--- src/rtl/mem_port_arbiter4.sv ---
// mem_port_arbiter4
// Round-robin arbiter and access sequencer for one shared 32-bit memory port
// serving four requesters. The winner's index drives the 4:1 datapath mux
// select, the memory enable is held for the whole access, and completion or
// timeout is reported with a one-cycle pulse after the access closes.

module mem_port_arbiter4 #(
    parameter int unsigned TIMEOUT = 16
) (
    input  logic       clk,
    input  logic       rst,
    input  logic [3:0] req_i,
    input  logic       mem_ready_i,
    output logic [1:0] sel_o,
    output logic [3:0] grant_o,
    output logic       mem_en_o,
    output logic [3:0] done_o,
    output logic       err_o,
    output logic       busy_o
);

    // Last legal ACCESS-cycle count value before a stalled access is aborted.
    localparam logic [7:0] CNT_LAST = 8'(TIMEOUT - 1);

    typedef enum logic [1:0] {
        ST_IDLE    = 2'd0,
        ST_ACCESS  = 2'd1,
        ST_RELEASE = 2'd2
    } state_t;

    state_t      state_r;
    logic [1:0]  last_r;
    logic [7:0]  cnt_r;
    logic [1:0]  sel_r;
    logic [3:0]  grant_r;
    logic        mem_en_r;
    logic [3:0]  done_r;
    logic        err_r;
    logic        busy_r;

    logic [2:0]  pick_s;      // {valid, index} of the round-robin winner
    logic        cnt_last_s;  // current ACCESS cycle is the last one allowed

    // Binary index to one-hot requester mask.
    function automatic logic [3:0] idx_to_onehot(input logic [1:0] idx);
        logic [3:0] mask;
        case (idx)
            2'd0:    mask = 4'b0001;
            2'd1:    mask = 4'b0010;
            2'd2:    mask = 4'b0100;
            2'd3:    mask = 4'b1000;
            default: mask = 4'b0000;
        endcase
        return mask;
    endfunction

    // Search last+1, last+2, last+3, last (mod 4); the first set request wins.
    function automatic logic [2:0] rr_pick(input logic [3:0] req,
                                           input logic [1:0] last);
        logic [2:0] pick;
        logic [1:0] idx;
        pick = 3'b000;
        for (int i = 1; i <= 4; i++) begin
            idx = last + 2'(i);
            if (!pick[2] && req[idx]) begin
                pick = {1'b1, idx};
            end else begin
                pick = pick;
            end
        end
        return pick;
    endfunction

    // Winner selection and timeout detection from current state.
    always_comb begin
        pick_s     = rr_pick(req_i, last_r);
        cnt_last_s = (cnt_r == CNT_LAST);
    end

    // Access sequencer: arbitration, access timing and registered outputs.
    always_ff @(posedge clk) begin
        if (rst) begin
            state_r  <= ST_IDLE;
            last_r   <= 2'd3;
            cnt_r    <= 8'd0;
            sel_r    <= 2'd0;
            grant_r  <= 4'b0000;
            mem_en_r <= 1'b0;
            done_r   <= 4'b0000;
            err_r    <= 1'b0;
            busy_r   <= 1'b0;
        end else begin
            // Completion and error are single-cycle pulses.
            done_r <= 4'b0000;
            err_r  <= 1'b0;
            case (state_r)
                ST_IDLE: begin
                    if (pick_s[2]) begin
                        state_r  <= ST_ACCESS;
                        sel_r    <= pick_s[1:0];
                        grant_r  <= idx_to_onehot(pick_s[1:0]);
                        mem_en_r <= 1'b1;
                        busy_r   <= 1'b1;
                        cnt_r    <= 8'd0;
                    end else begin
                        state_r <= ST_IDLE;
                    end
                end
                ST_ACCESS: begin
                    // Requests are ignored here; ready has priority over timeout.
                    if (mem_ready_i) begin
                        state_r  <= ST_RELEASE;
                        done_r   <= idx_to_onehot(sel_r);
                        last_r   <= sel_r;
                        grant_r  <= 4'b0000;
                        mem_en_r <= 1'b0;
                    end else if (cnt_last_s) begin
                        state_r  <= ST_RELEASE;
                        err_r    <= 1'b1;
                        last_r   <= sel_r;
                        grant_r  <= 4'b0000;
                        mem_en_r <= 1'b0;
                    end else begin
                        cnt_r <= cnt_r + 8'd1;
                    end
                end
                ST_RELEASE: begin
                    // One quiet cycle so the serviced requester can drop req.
                    state_r <= ST_IDLE;
                    busy_r  <= 1'b0;
                end
                default: begin
                    state_r  <= ST_IDLE;
                    grant_r  <= 4'b0000;
                    mem_en_r <= 1'b0;
                    busy_r   <= 1'b0;
                    cnt_r    <= 8'd0;
                end
            endcase
        end
    end

    assign sel_o    = sel_r;
    assign grant_o  = grant_r;
    assign mem_en_o = mem_en_r;
    assign done_o   = done_r;
    assign err_o    = err_r;
    assign busy_o   = busy_r;

endmodule

--- config.mk ---
export PLATFORM = sky130hd
export DESIGN_NAME = mem_port_arbiter4
export DESIGN_NICKNAME = d
export VERILOG_FILES = /design/src/rtl/mem_port_arbiter4.sv
export SDC_FILE = /design/constraint.sdc
export NUM_CORES = 1
export LEC_CHECK = 0
export CAP_MARGIN = 40
export CORE_UTILIZATION = 48
export DETAILED_ROUTE_END_ITERATION = 6
export PLACE_DENSITY_LB_ADDON = 0.1
export SYNTH_ARGS = -nofsm -noshare
export SYNTH_HDL_FRONTEND = slang
export SYNTH_SLANG_ARGS = --single-unit
export TNS_END_PERCENT = 5
--- constraint.sdc ---
create_clock -name clk -period 4.6 [get_ports clk]
set_input_delay 0.92 -clock clk [delete_from_list [all_inputs] [get_ports clk]]
set_output_delay 0.92 -clock clk [all_outputs]
set_load 0.05 [all_outputs]
## Yosys cells after proc, flatten, opt, wreduce, memory -nomap -nowiden

Cells that the tools add are included.

- Eq/ne operators: 13
- $add $sub $neg: 4
- Reductions and logical operators: 17
- $lt $le $gt $ge: 4
- Bitwise gates (word level): 3
- Mux-type cells: 34

Operators by type and width:

| operator | number |
|---|---|
| 4-bit case mux with 4 select lines | 2 |
| 8-bit 2-to-1 mux | 3 |
| 8-bit case mux with 3 select lines | 1 |
| 2-bit by 3-bit < comparator with 1-bit output, second input constant | 4 |
| 3-bit 2-to-1 mux | 4 |
| 4-bit 2-to-1 mux | 3 |
| 4-bit case mux with 3 select lines | 1 |
| 2-bit equality test, second input constant | 5 |
| 1-bit 2-to-1 mux | 9 |
| 8-bit by 1-bit adder with 8-bit output, second input constant | 1 |
| 1-bit binary-select mux with 2-bit select | 4 |
| 8-bit by 4-bit equality test with 1-bit output, second input constant | 1 |
| 2-bit 2-to-1 mux | 4 |
| 2-bit by 1-bit equality test with 1-bit output, second input constant | 3 |
| 2-bit logical NOT | 3 |
| 2-bit inequality test, second input constant | 3 |
| 2-bit AND reduction | 3 |
| 3-bit OR reduction | 2 |
| 2-bit adder, second input constant | 2 |
| 2-bit case mux with 2 select lines | 1 |
| 4-bit AND reduction | 1 |
| 1-bit logical AND | 3 |
| 1-bit logical NOT | 3 |
| 3-bit inequality test, second input constant | 1 |
| 6 further kinds | 8 |

- Register bits: 25
- Input port bits: 7
- Logic and storage cells: 84

## Longest topological paths before layout

- Word-level depth: 17
- Mapped depth: 6
- Depth with buffers taken out: 5

## Worst setup path after synthesis

No wires, ideal clock.

- Path type: input to register
- From: in req_i[1]
- To: reg grant_r[0] (netlist: grant_o[0])
- Arrival time: 1969 ps
- Cell stages on the path: 4
- Path buffers: 0
- Data required time: 4483 ps
- Setup slack: 2513 ps
- Path through: nor4_1 -> or2_2 -> nor2_1 -> a32o_1

- Cells in the longest elaborated chain, start to end: 16

Ends and longest elaborated chain:

| item | RTL line | RTL |
|---|---|---|
| start, declared | 12 | `input logic [3:0] req_i,` |
| 1-bit binary-select mux with 2-bit select | 65 | `if (!pick[2] && req[idx]) begin` |
| 1-bit 2-to-1 mux (not written as such) | 65 |  |
| 3-bit 2-to-1 mux | 65 |  |
| 1-bit logical NOT | 65 |  |
| 1-bit logical AND | 65 |  |
| 3-bit 2-to-1 mux | 65 |  |
| 1-bit logical NOT | 65 |  |
| 1-bit logical AND | 65 |  |
| 3-bit 2-to-1 mux | 65 |  |
| 1-bit logical NOT | 65 |  |
| 1-bit logical AND | 65 |  |
| 3-bit 2-to-1 mux * | 65 |  |
| 2-bit equality test (tied with other cells) | 47 | `case (idx)` |
| 4-bit case mux with 4 select lines | 47 |  |
| 4-bit 2-to-1 mux | 98 | `if (pick_s[2]) begin` |
| 4-bit case mux with 3 select lines | 96 | `case (state_r)` |
| end signal, assigned | 101 | `grant_r <= idx_to_onehot(pick_s[1:0]);` |
| end, declared | 35 | `logic [3:0] grant_r;` |

Every way passes the cells marked *; elsewhere a longest branch is shown, timed or not. The select of a mux whose other input is x is not followed.
A chain may end at the register's enable or synchronous reset.

## Worst setup path in the final report

- From: in req_i[1]
- To: reg cnt_r[7]

- Cells in the longest elaborated chain, start to end: 14

Ends and longest elaborated chain:

| item | RTL line | RTL |
|---|---|---|
| 1-bit binary-select mux with 2-bit select | 65 |  |
| 1-bit 2-to-1 mux (not written as such) | 65 |  |
| 3-bit 2-to-1 mux | 65 |  |
| 1-bit logical NOT | 65 |  |
| 1-bit logical AND | 65 |  |
| 3-bit 2-to-1 mux | 65 |  |
| 1-bit logical NOT | 65 |  |
| 1-bit logical AND | 65 |  |
| 3-bit 2-to-1 mux | 65 |  |
| 1-bit logical NOT | 65 |  |
| 1-bit logical AND | 65 |  |
| 3-bit 2-to-1 mux * | 65 |  |
| 2-bit inequality test (no line) * | n/a |  |
| 4-bit AND reduction (no line) * | n/a |  |
| end signal, assigned | 124 | `cnt_r <= cnt_r + 8'd1;` |
| end, declared | 33 | `logic [7:0] cnt_r;` |

Marks and branches as above.

==> run metrics <==
status=complete, no violations; actual slew at the worst max-slew pin=0.874 ns; number of flops mapped to enable cells by yosys=0; clk root buf=clkbuf_4; CTS Buf Count=3; final setup vio count=0; Net Count, Synth=137; crit-path cells=clkdlybuf4s50_1 -> nor4_1 -> o21a_1 -> a211oi_1 -> mux2i_1; hold_ws=0.477 ns; max incr delay on CP=0.69 ns; yosys warns=0; CP endpoint kind=register; HP Class=register to register; WP data arrival=2.84 ns; Die W=51.4 um; Sink Count=25; Final Hold Fails=0; Peak VDD IR=199 uV; HPWL after detailed placement=1690 um; largest net degree at the start of global routing=16; WP data required=4.81 ns; CTS tree=done; Vias/cell=5.77; register area share after synthesis=0.428; multi-input logic area=634 um2; Synth Area in XOR/XNOR=0; initial antenna violation count=0; Setup crit start=req_i[1]; worst-case reg-to-reg path depth=4; commonest non-fill, non-tap cell in the layout=dfxtp_1; CP endpoint=cnt_r[7]$_SDFFE_PP0P_; hold-fix buffers at CTS=0; layout cells sized above 1=0.0680; Initial DRT Pass Iterations=4; simple-gate share of the synthesized area=0.220; Initial Util=0.519; register area=500 um2; synth unique cells=37; CP max-delay cell=nor4_1; Final Net Count=156; Synth Cell Area=0.00117 mm2; count of input and output buffers=19; Mapped Cells=129; Skew-Pair Late Insertion Delay=0.32 ns; r2r endpoint=cnt_r[7]$_SDFFE_PP0P_; die height=51.4 um; setup TNS=0 ns; Post-Synth Adder-Cell Area=0.0107; ys async rst share=0; P&R area growth vs syn=19.5%; Slew Limit Fails=0; fillcell total=214; Critical R2R Launch=cnt_r[4]$_SDFFE_PP0P_; Power per Cell Area=309 mW/mm2; R2R Setup Slk=2.57 ns; RSZ-0062 raised after global routing=no; Post-CTS Setup Bufs=0; Rel. slew slack=0.415; die area=0.00264 mm2; commonest cells after routing, fill and taps aside=25 x dfxtp_1, 19 x clkdlybuf4s50_1, 9 x nand3_1, 9 x o21ai_0, 8 x a21oi_1; I/O pins=20; Crit Path Max Fanout=10; Initial DRC Count=22; Post-CTS Resized=0; worst path buffer plus inverter count=1; Synth Register Bits=25; Floorplan Core Area=0.00225 mm2; vias in the first global route=875; Final min period=2.63 ns; total track usage=0.188; Post-Route WL=2200 um; number of max-cap violations=0; clock skew=0.0110 ns; row cnt=17; Routability Congestion=0.803; routed length per instance=12.6 um; Top FF cell, synth=dfxtp_1; first-pass GRT wire length=3740 um; GR Overflow Total=0; complex-gate fraction of the synthesized area=0.260; Top Family by Delay on Critical Path=simple AND/OR/NAND/NOR gates; CP Depth=5; ant diodes=0; period utilization=0.572; LEAKAGE=0.471 nW; Crit Path Class=input port to register; Worst Setup Start Kind=input port; synthesized area per cell=9.07 um2; Detail Route Antenna Nets=0; post-synthesis mux area share=0.0513; Max Clk Rate=380 MHz; DR vias=1009; Residual DRC=0; CTS Buffer Depth=2; H-Tree Depth=1; largest family of logic cells by synthesized area=compound AO/OA/AOI/OAI gates; Clock transition at path regs=0.13 ns
logic make-up after synthesis:
kind of cell	count (synthesis)
AOI/OAI and AO/OA	43
adders and majority gates	1
buffers and inverters	7
DFF	25
muxes	6
and+or+nand+nor	47
flip-flops by register name, summed over array words and instances, names as in the netlist:
| register | count |
|---|---|
| cnt_r | 8 |
| done_o | 4 |
| grant_o | 4 |
| last_r | 2 |
| sel_o | 2 |
| state_r | 2 |
| busy_o | 1 |
| err_o | 1 |
| mem_en_o | 1 |
routing by layer:
metal / vias up / global-route usage / routed length (um)
met3: 2 / 0.0298 / 69
met5: - / 0 / 0
met1: 470 / 0.227 / 1050
met2: 18 / 0.325 / 1070
met4: 0 / 0.0811 / 17
li1: 519 / - / -
worst reg2reg max path, delay by kind of cell (launching register included):
| family | cells | cell delay (ns) |
|---|---|---|
| multiplexers | 1 | 0.16 |
| AND/OR/NAND/NOR | 1 | 0.54 |
| AO/OA/AOI/OAI | 2 | 0.85 |
| flip-flops | 1 | 0.37 |
cell usage after synthesis, types with 2 or more instances:
master | instances | area [um2]
nand3_1 | 9 | 45.0
mux2i_1 | 6 | 60.1
o21ai_0 | 9 | 45.0
a21oi_1 | 8 | 40.0
nor4_1 | 2 | 12.5
inv_1 | 2 | 7.51
a211oi_1 | 3 | 22.5
nand2b_1 | 6 | 37.5
o211ai_1 | 2 | 15.0
a32o_1 | 4 | 40.0
nor2_1 | 6 | 22.5
or2_2 | 2 | 12.5
nor3b_1 | 2 | 15.0
clkbuf_1 | 2 | 7.51
nor3_1 | 5 | 25.0
dfxtp_1 | 25 | 500
buf_4 | 2 | 15.0
o21bai_1 | 6 | 45.0
nand2_1 | 7 | 26.3
o21a_1 | 4 | 30.0
cell type report:
type	count	share of cell area
multi-input combinational	97	0.454
timing repair buffer	19	0.136
inverter	2	0.00537
tap	28	0.0251
clock buffer	3	0.0161
clock inverter	1	0.00537
sequential	25	0.358
power by group:
group	total (mW)	internal, mW	switching [mW]
combinational	0.0967	0.0369	0.0598
clock	0.0984	0.0332	0.0653
sequential	0.237	0.227	0.00973
worst min path at each step:
stage	cells after the start	slack, ns	start	to
after floorplan	2	0.46	cnt_r[1]$_SDFFE_PP0P_	cnt_r[1]$_SDFFE_PP0P_
after global placement	1	0.44	mem_en_o$_SDFFE_PP0P_	mem_en_o$_SDFFE_PP0P_
after detailed placement	1	0.45	mem_en_o$_SDFFE_PP0P_	mem_en_o$_SDFFE_PP0P_
after CTS	1	0.48	mem_en_o$_SDFFE_PP0P_	mem_en_o$_SDFFE_PP0P_
after global routing	1	0.50	mem_en_o$_SDFFE_PP0P_	mem_en_o$_SDFFE_PP0P_
final	1	0.48	mem_en_o$_SDFFE_PP0P_	mem_en_o$_SDFFE_PP0P_
stage by stage:
| stage | instances | total power [mW] | cell area [um2] | setup WS [ns] | util |
|---|---|---|---|---|---|
| after floorplan | 129 | 0.310 | 1170 | 2.51 | - |
| after global placement | 171 | 0.338 | 1370 | 1.74 | 0.607 |
| after detailed placement | 171 | 0.339 | 1370 | 1.68 | 0.607 |
| after CTS | 175 | 0.435 | 1400 | 2.00 | 0.620 |
| after global routing | 175 | 0.452 | 1400 | 1.79 | 0.620 |
| final | 175 | 0.432 | 1400 | 1.97 | 0.620 |
Note: power is estimated with default switching activity, not from simulation.
